--- src/rtl/tpu_pkg.sv ---
// Shared definitions for the matrix-multiply controller family.
// The state encoding and width helpers are also used by the pin-mapping wrapper.
package tpu_pkg;

    typedef enum logic [1:0] {
        ST_IDLE    = 2'd0,
        ST_COMPUTE = 2'd1,
        ST_DONE    = 2'd2
    } state_e;

    localparam int N_MIN = 2;
    localparam int N_MAX = 8;

    // Flat row-major element index width for an n x n matrix.
    function automatic int idx_w(input int n);
        return $clog2(n * n);
    endfunction

    // Row/column/k counter width; never below one bit.
    function automatic int cnt_w(input int n);
        return (n < N_MIN) ? 1 : $clog2(n);
    endfunction

    // Default accumulator width: full product plus log2(N) growth plus one spare bit.
    function automatic int acc_w_default(input int n, input int dw);
        return 2 * dw + $clog2(n) + 1;
    endfunction

endpackage

--- src/rtl/mac_unit.sv ---
// Single multiply-accumulate step: DW x DW product, signed or unsigned,
// extended to ACC_W and added to either the accumulator or zero.
module mac_unit #(
    parameter int DW    = 8,
    parameter int ACC_W = 18
) (
    input  logic [DW-1:0]    a_i,
    input  logic [DW-1:0]    b_i,
    input  logic             signed_i,
    input  logic             clr_acc_i,
    input  logic [ACC_W-1:0] acc_i,
    output logic [ACC_W-1:0] acc_o
);

    logic signed [2*DW-1:0] prod_s;
    logic        [2*DW-1:0] prod_u;
    logic        [ACC_W-1:0] prod_ext;
    logic        [ACC_W-1:0] base;

    assign prod_s = $signed(a_i) * $signed(b_i);
    assign prod_u = a_i * b_i;

    assign prod_ext = signed_i ? {{(ACC_W-2*DW){prod_s[2*DW-1]}}, prod_s}
                               : {{(ACC_W-2*DW){1'b0}}, prod_u};
    assign base     = clr_acc_i ? '0 : acc_i;
    assign acc_o    = base + prod_ext;

endmodule

--- src/rtl/matmul_ctrl_n.sv ---
// NxN matrix-multiply controller: element-wise operand loading, sequential
// C = AxB or C += AxB with one MAC per cycle, and registered C readback.
module matmul_ctrl_n
    import tpu_pkg::*;
#(
    parameter int N     = 2,
    parameter int DW    = 8,
    parameter int ACC_W = acc_w_default(N, DW),
    parameter int IDX_W = idx_w(N)
) (
    input  logic             clk,
    input  logic             rst,
    input  logic             load_en,
    input  logic             load_sel_ab,
    input  logic [IDX_W-1:0] load_index,
    input  logic [DW-1:0]    in_data,
    input  logic             start,
    input  logic             acc_mode,
    input  logic             signed_mode,
    input  logic             clear,
    input  logic             output_en,
    input  logic [IDX_W-1:0] output_sel,
    output logic [ACC_W-1:0] out_data,
    output logic             busy,
    output logic             done
);

    localparam int NN = N * N;
    localparam int CW = cnt_w(N);
    localparam logic [CW-1:0] LAST = CW'(N - 1);

    state_e           state_q;
    logic [DW-1:0]    a_q [NN];
    logic [DW-1:0]    b_q [NN];
    logic [ACC_W-1:0] c_q [NN];
    logic [CW-1:0]    i_q, j_q, k_q;
    logic             acc_q, sgn_q;
    logic [ACC_W-1:0] out_q;
    logic             busy_q, done_q;

    logic [IDX_W-1:0] a_idx, b_idx, c_idx;
    logic             load_ok, read_ok, last_mac, clr_acc;
    logic [ACC_W-1:0] mac_acc;

    assign a_idx    = IDX_W'(i_q) * IDX_W'(N) + IDX_W'(k_q);
    assign b_idx    = IDX_W'(k_q) * IDX_W'(N) + IDX_W'(j_q);
    assign c_idx    = IDX_W'(i_q) * IDX_W'(N) + IDX_W'(j_q);
    assign load_ok  = int'({1'b0, load_index}) < NN;
    assign read_ok  = int'({1'b0, output_sel}) < NN;
    assign last_mac = (i_q == LAST) && (j_q == LAST) && (k_q == LAST);
    assign clr_acc  = (k_q == '0) && !acc_q;

    mac_unit #(
        .DW    (DW),
        .ACC_W (ACC_W)
    ) u_mac (
        .a_i       (a_q[a_idx]),
        .b_i       (b_q[b_idx]),
        .signed_i  (sgn_q),
        .clr_acc_i (clr_acc),
        .acc_i     (c_q[c_idx]),
        .acc_o     (mac_acc)
    );

    // NOTE: the operand and accumulator arrays are reset because a reset must
    // leave A, B and C reading as zero; this keeps them in flops, not RAM.
    always_ff @(posedge clk or posedge rst) begin
        if (rst) begin
            state_q <= ST_IDLE;
            for (int e = 0; e < NN; e++) begin
                a_q[e] <= '0;
                b_q[e] <= '0;
                c_q[e] <= '0;
            end
            i_q    <= '0;
            j_q    <= '0;
            k_q    <= '0;
            acc_q  <= 1'b0;
            sgn_q  <= 1'b0;
            out_q  <= '0;
            busy_q <= 1'b0;
            done_q <= 1'b0;
        end else begin
            if (output_en) begin
                out_q <= read_ok ? c_q[output_sel] : '0;
            end

            case (state_q)
                ST_COMPUTE: begin
                    c_q[c_idx] <= mac_acc;
                    if (k_q == LAST) begin
                        k_q <= '0;
                        if (j_q == LAST) begin
                            j_q <= '0;
                            i_q <= i_q + CW'(1);
                        end else begin
                            j_q <= j_q + CW'(1);
                        end
                    end else begin
                        k_q <= k_q + CW'(1);
                    end
                    if (last_mac) begin
                        state_q <= ST_DONE;
                        busy_q  <= 1'b0;
                        done_q  <= 1'b1;
                    end
                end

                default: begin
                    // Loads and clear land on this edge, so a coincident start
                    // computes with the freshly written operands and zeroed C.
                    if (load_en && load_ok) begin
                        if (load_sel_ab) b_q[load_index] <= in_data;
                        else             a_q[load_index] <= in_data;
                    end
                    if (clear) begin
                        for (int e = 0; e < NN; e++) c_q[e] <= '0;
                    end
                    if (start) begin
                        state_q <= ST_COMPUTE;
                        busy_q  <= 1'b1;
                        done_q  <= 1'b0;
                        acc_q   <= acc_mode;
                        sgn_q   <= signed_mode;
                        i_q     <= '0;
                        j_q     <= '0;
                        k_q     <= '0;
                    end else if (load_en || clear) begin
                        state_q <= ST_IDLE;
                        done_q  <= 1'b0;
                    end
                end
            endcase
        end
    end

    assign out_data = out_q;
    assign busy     = busy_q;
    assign done     = done_q;

endmodule

--- config.mk ---
export PLATFORM = sky130hd
export DESIGN_NAME = matmul_ctrl_n
export DESIGN_NICKNAME = d
export VERILOG_FILES = /design/src/rtl/tpu_pkg.sv /design/src/rtl/mac_unit.sv /design/src/rtl/matmul_ctrl_n.sv
export SDC_FILE = /design/constraint.sdc
export NUM_CORES = 1
export LEC_CHECK = 0
export BUFFER_PORTS_ARGS = -buffer_cell sky130_fd_sc_hd__buf_2
export CAP_MARGIN = 20
export CORE_MARGIN = 5
export CORE_UTILIZATION = 39
export CTS_CLUSTER_SIZE = 24
export DETAILED_ROUTE_END_ITERATION = 10
export PLACE_DENSITY = 0.64
export SYNTH_ARGS = -nofsm -noshare
export SYNTH_HDL_FRONTEND = slang
export SYNTH_HIERARCHICAL = 1
export SYNTH_SLANG_ARGS = --single-unit
--- constraint.sdc ---
create_clock -name clk -period 11.6 [get_ports clk]
set_clock_uncertainty 0.05 [all_clocks]
set_input_delay 1.74 -clock clk [delete_from_list [all_inputs] [get_ports clk]]
set_output_delay 1.74 -clock clk [all_outputs]
set_load 0.005 [all_outputs]
==> flow_metrics.tcl, run 1 <==
set metrics [dict create \
    avgSynthCellArea_um2 11.2 \
    gp_congestion 0.808 \
    holdPathStages 1 \
    cp_data_arrival_time_ns 8.33 \
    async_flop_share_pct 100 \
    vias 8694 \
    register_area_um2 4060 \
    grt-ovfl-total 0 \
    start_util_pct 39.3 \
    worstPathRequired_ns 11.92 \
    r2r_slack_ns 3.58 \
    fin_crit_sh_pct 69.1 \
    mostFrequentLayoutCell "inv_1" \
    synth_ff_type "dfrtp_1" \
    cts_setup_buffers 0 \
    routedWlPerCell_um 17.9 \
    grt_pass1_vias 9180 \
    drt-initial-drc-count 455 \
    netlist_area_um2 12700 \
    finalSetupViolations 0 \
    postCtsHoldBufs 0 \
    worst_slew_pin_slew_ns 1.06 \
    crit_fanout 22 \
    synth_nets 1317 \
    clock_sinks 162 \
    cts_root_buf "clkbuf_16" \
    synth_top_area_share_pct 31.9 \
    utilization_pct 43.0 \
    setup-tns-final_ns 0 \
    chipHeight_um 191 \
    numCtsBuffers 17 \
    maxSlewHeadroom_pct 29.6 \
    std_cell_rows 66 \
    die_w_um 191 \
    synthTopCellsByArea "dfrtp_1, fa_1, ha_1" \
    grt_pass1_wl_um 48900 \
    synth.largest_area_cell "dfrtp_1" \
    ant_nets 0 \
    place_inst 1582 \
    clockBufferDepth 2 \
    synth_edf_count 0 \
    final_cell_mix "inv_1, dfrtp_1, fa_1" \
    io_buffers 40 \
    ys_seq_area_share_pct 31.9 \
    cts.clk_slew.worst_paths_ns 0.07 \
    cap_violations 0 \
    clk_latency_ns 0.44 \
    grt_max_degree 93 \
    ys_warn_count 6 \
    htreeDepth 4 \
    hold_class "reg2reg" \
    drc 0 \
    track_usage_pct 16.8 \
    antenna_found_initial 0 \
    slew_violations 0 \
    num_antenna_cells 0 \
    syn2layout_area_growth_pct 9.35 \
    cp-start-kind "flop" \
    rsz0062_at_grt "no" \
    layout-drive-gt1-share_pct 19.2 \
    worst_setup_path_end_kind "flop" \
    outcome "completed" \
    criticalPathCategory "reg2reg" \
    fin_cells 1614 \
    totalWireLength_um 29000 \
    ys_types 64 \
    fmax_mhz 125 \
    synth-seq-cells 162 \
    cts_tree "built" \
    pre_cts_ws_ns 3.62 \
    multi_input_area_um2 7830 \
    reg2reg_depth 25 \
    finalCriticalPeriod_ns 8.02 \
    hold_viol 0 \
    cts_resized 0 \
    fill_cells 3111 \
    drt-pass1-iter-count 7 \
    avgViaCountPerCell 5.39 \
    io_pins 41 \
    die_area_um2 36300 \
    nNetsFinal 1341 \
    place_hpwl_um 21400 \
    fp.coreArea_um2 32400 \
    syn_inst 1135 \
    worst_slack_ns 3.58 \
]
[layout make-up]
| cell class | instances | share of cell area, % |
|---|---|---|
| Clock inverter | 11 | 0.936 |
| Multi-Input combinational cell | 767 | 56.3 |
| Tap cell | 442 | 3.98 |
| Sequential cell | 162 | 29.2 |
| Inverter | 166 | 4.52 |
| Timing Repair Buffer | 45 | 1.71 |
| Clock buffer | 21 | 3.38 |
[per-stage QoR]
stage | hold slack, ns | instance area (µm²)
2_1_floorplan | 0.424 | 12700
3_3_place_gp | 0.433 | 13300
3_5_place_dp | 0.432 | 13300
4_1_cts | 0.454 | 13900
5_1_grt | 0.457 | 13900
6_report | 0.451 | 13900
[path summary, 6_finish.rpt]
kind                          from      endpoint
max in group asynchronous      rst  out_data[11]
min in group asynchronous      rst        b_q[5]
hold reg to reg            a_q[16]       a_q[16]
setup reg to reg               k_q       c_q[53]
hold / removal             a_q[16]       a_q[16]
setup / recovery               k_q       c_q[53]
[logic make-up after synthesis]
group / Yosys count / share of synthesized area, %
multiplexers: 142 / 15.7
AO/OA/AOI/OAI: 233 / 13.4
adder cells (fa/ha/maj): 161 / 20.9
buffers and inverters: 206 / 6.56
XOR/XNOR: 37 / 2.55
flip-flops: 162 / 31.9
AND/OR/NAND/NOR: 194 / 9.03
[critical path: stages, from the launching register on]
cell and delay [ns]:
dfrtp_1 1.02, mux4_2 0.71, and2_1 0.23, fa_1 0.64, inv_1 0.15, fa_1 0.55
inv_1 0.05, fa_1 0.52, inv_1 0.05, fa_1 0.53, inv_1 0.04, ha_1 0.35
a21oi_1 0.15, inv_1 0.05, a41o_1 0.26, o41ai_4 0.25, mux2_4 0.36, a21o_1 0.16
ha_1 0.35, and3_1 0.22, a2111oi_0 0.42, o21ai_0 0.16, o31ai_1 0.09, a211oi_1 0.09
xnor2_1 0.30, a22o_1 0.21
[Yosys cell counts (4+ instances only)]
cell and count:
mux2i_1 20, ha_1 75, dfrtp_1 162, xor2_1 9, o21ai_1 6, mux2_2 79, nand2b_1 15, o21bai_1 8
nor3_1 8, fa_1 86, nand2_1 43, xnor2_1 28, inv_1 166, and2_1 43, a21o_1 13, a211oi_1 8
a2111oi_0 4, buf_2 19, mux2_4 9, o21ai_0 37, nor2_1 15, a21oi_4 4, a22o_1 74, and3_1 5
mux4_2 34, a21oi_1 45, nor2b_1 41, clkbuf_1 12, buf_4 4, a31oi_1 9
[layer usage]
layer	up-vias	wire [µm]	part of all wire [%]	global-route usage [%]
li1	3993	-	-	-
met1	4515	13300	46	23.3
met2	157	14300	49	28.0
met3	29	931	3.2	2.58
met4	0	385	1.3	3.70
met5	-	0	0	0
[flip-flops by register name (all words and copies together), names as in the netlist]
register and flops:
j_q 1, k_q 1, acc_q 1, i_q 1
state_q 2, c_q 72, sgn_q 1, busy 1
b_q 32, a_q 32, out_data 18
Power of run 1 is not shown: default switching activity piles up to over one toggle a cycle in this logic, so the estimate is an artifact.
==> run 2, diff against run 1 <==
--- a/config.mk
+++ b/config.mk
@@ -5,6 +5,7 @@
 export SDC_FILE = /design/constraint.sdc
 export NUM_CORES = 1
 export LEC_CHECK = 0
+export ABC_AREA = 1
 export BUFFER_PORTS_ARGS = -buffer_cell sky130_fd_sc_hd__buf_2
 export CAP_MARGIN = 20
 export CORE_MARGIN = 5
==> constraint.sdc (replaced) <==
create_clock -name clk -period 7.49 [get_ports clk]
set_clock_uncertainty 0.05 [all_clocks]
set_input_delay 1.1235 -clock clk [delete_from_list [all_inputs] [get_ports clk]]
set_output_delay 1.1235 -clock clk [all_outputs]
set_load 0.005 [all_outputs]
==> flow_metrics.tcl, run 2 <==
set metrics [dict create \
    outcome "completed" \
    hold_viol 0 \
    die_area_um2 38900 \
    synth_edf_count 0 \
    synth_nets 2053 \
    critical_path_buf_inv_count 6 \
    gp_congestion 0.963 \
    worstHoldStart "b_q[17]" \
    grt_max_degree 89 \
    rsz0062_at_grt "no" \
    netlist_area_um2 13700 \
    cp_common_cell "nand2_1" \
    start_util_pct 39.5 \
    ys_types 52 \
    ant_nets 0 \
    drt-initial-drc-count 950 \
    cts_tree "built" \
    synth_top_area_share_pct 29.6 \
    highest_layer "met4" \
    synth_ff_type "dfrtp_1" \
    holdPathStages 2 \
    mostFrequentLayoutCell "nand2_1" \
    setup-tns-final_ns 0 \
    std_cell_rows 68 \
    cts_root_buf "clkbuf_16" \
    clockBufferDepth 2 \
    clk_latency_ns 0.44 \
    track_usage_pct 19.7 \
    grt-ovfl-total 0 \
    num_antenna_cells 0 \
    numCtsBuffers 17 \
    synth-seq-cells 162 \
    cp_data_arrival_time_ns 7.14 \
    worstPathRequired_ns 7.74 \
    syn2layout_area_growth_pct 8.53 \
    fill_cells 3498 \
    antenna_found_initial 0 \
    place_hpwl_um 27100 \
    worst_setup_path_end_kind "flop" \
    reg2reg_to "c_q[35]" \
    finalCriticalPeriod_ns 6.89 \
    postCtsHoldBufs 0 \
    crit-reg2reg-launch "k_q" \
    hold-worst-slack_ns 0.416 \
    wl_met2_um 17400 \
    async_flop_share_pct 100 \
    ys_warn_count 6 \
    synth.largest_area_cell "dfrtp_1" \
    synthTopCellsByArea "dfrtp_1, nand2_1, fa_1" \
    slew_violations 0 \
    wl_met1_um 17100 \
    cap_violations 0 \
    clock_sinks 162 \
    top_register "c_q" \
    worst_slew_pin_slew_ns 0.977 \
    criticalPathCategory "reg2reg" \
    cp-start-kind "flop" \
    max_stage_delay_ns 0.55 \
    cpMaxStageDelayCell "fa_1" \
    ys_seq_area_share_pct 29.6 \
    drt-pass1-iter-count 5 \
    r2r_slack_ns 0.60 \
    nNetsFinal 2055 \
    grt_pass1_vias 12000 \
    reg2reg_depth 33 \
    finalSetupViolations 0 \
    drc 0 \
    io_buffers 40 \
    cts_setup_buffers 0 \
    largest_reg_flops 72 \
    fp.coreArea_um2 34600 \
    maxSlewHeadroom_pct 34.9 \
    final_cell_mix "nand2_1, inv_1, dfrtp_1" \
    avgViaCountPerCell 5.14 \
    chipHeight_um 197 \
    crit_fanout 28 \
    fmax_mhz 145 \
    yosys-top-cells-count "nand2_1, inv_1, dfrtp_1" \
    wl_met3_um 2230 \
    die_w_um 197 \
    io_pins 41 \
    cpLargestDelayFamily "adder cells" \
    hold_class "reg2reg" \
    totalWireLength_um 37300 \
    fin_crit_sh_pct 92.0 \
    avgSynthCellArea_um2 7.31 \
    syn_inst 1871 \
    htreeDepth 4 \
    cts.clk_slew.worst_paths_ns 0.07 \
    grt_pass1_wl_um 61900 \
    routedWlPerCell_um 15.9 \
    yosysMostFrequentCell "nand2_1" \
    cts_resized 0 \
    worst_hold_path.endpoint "b_q[17]" \
    vias 12000 \
    layout-drive-gt1-share_pct 9.07 \
    top_regs "c_q: 72 flops, a_q: 32 flops, b_q: 32 flops" \
]
[run 2: cell count changes in the layout (fill, tap and decap cells not counted), sizes merged, moves of 72 or more]
cell / change
mux2: -88
inv: +179
nand4: +72
a22o: -74
o21ai: +87
nand3: +73
nand2: +545
nor2: +94
[run 2: kinds of logic (layout without fill, tap and decap cells)]
| logic type | count (synthesis) | count (layout) | share of synthesized area (%) |
|---|---|---|---|
| AND/OR/NAND/NOR | 867 | 867 | 27.4 |
| XOR/XNOR | 20 | 20 | 1.28 |
| adder cells (fa/ha/maj) | 161 | 161 | 19.4 |
| multiplexers | 1 | 1 | 0.0732 |
| buffers and inverters | 429 | 444 | 12.4 |
| AO/OA/AOI/OAI | 231 | 231 | 9.69 |
| flip-flops | 162 | 162 | 29.6 |
[run 2: through the flow]
| step | setup WS (ns) | util [%] | cell area (µm²) | cells |
|---|---|---|---|---|
| finish | 0.599 | 42.9 | 14900 | 2341 |
| CTS | 0.622 | 42.9 | 14900 | 2341 |
| global route | 0.0452 | 42.9 | 14900 | 2341 |
| global placement | 0.819 | 41.1 | 14200 | 2309 |
| floorplan | 0.955 | - | 13700 | 1871 |
| detailed placement | 0.647 | 41.1 | 14200 | 2309 |
[run 2: worst register-to-register path: cells and delay by family (launching register included)]
kind | cells | cell delay, ns
fa+ha+maj | 6 | 2.83
buf+inv | 6 | 0.77
compound gates | 4 | 0.60
simple gates | 17 | 2.15
flops | 1 | 0.38
[run 2: layer usage]
layer | global-route usage (%) | vias up
met5 | 0 | -
met4 | 5.37 | 0
met3 | 2.87 | 50
met2 | 31.8 | 394
met1 | 27.8 | 5773
li1 | - | 5826
[run 2: layout make-up]
| cell class | count | area (µm²) | share of cell area (%) |
|---|---|---|---|
| clock buffer | 22 | 484 | 3.26 |
| clock inverter | 10 | 120 | 0.809 |
| inverter | 347 | 1310 | 8.81 |
| multi-input combinational | 1280 | 7930 | 53.4 |
| sequential | 162 | 4050 | 27.3 |
| tap | 455 | 569 | 3.83 |
| timing repair buffer | 65 | 388 | 2.61 |
[run 2: worst max-delay path by stage]
stage               endpoint  startpoint  cells past startpoint
finish               c_q[35]         k_q                     33
global route         c_q[35]         i_q                     33
CTS                  c_q[35]         k_q                     33
detailed placement   c_q[35]         k_q                     33
global placement     c_q[50]         k_q                     31
floorplan            c_q[17]         k_q                     36
Power of run 2 is left out for the same reason.
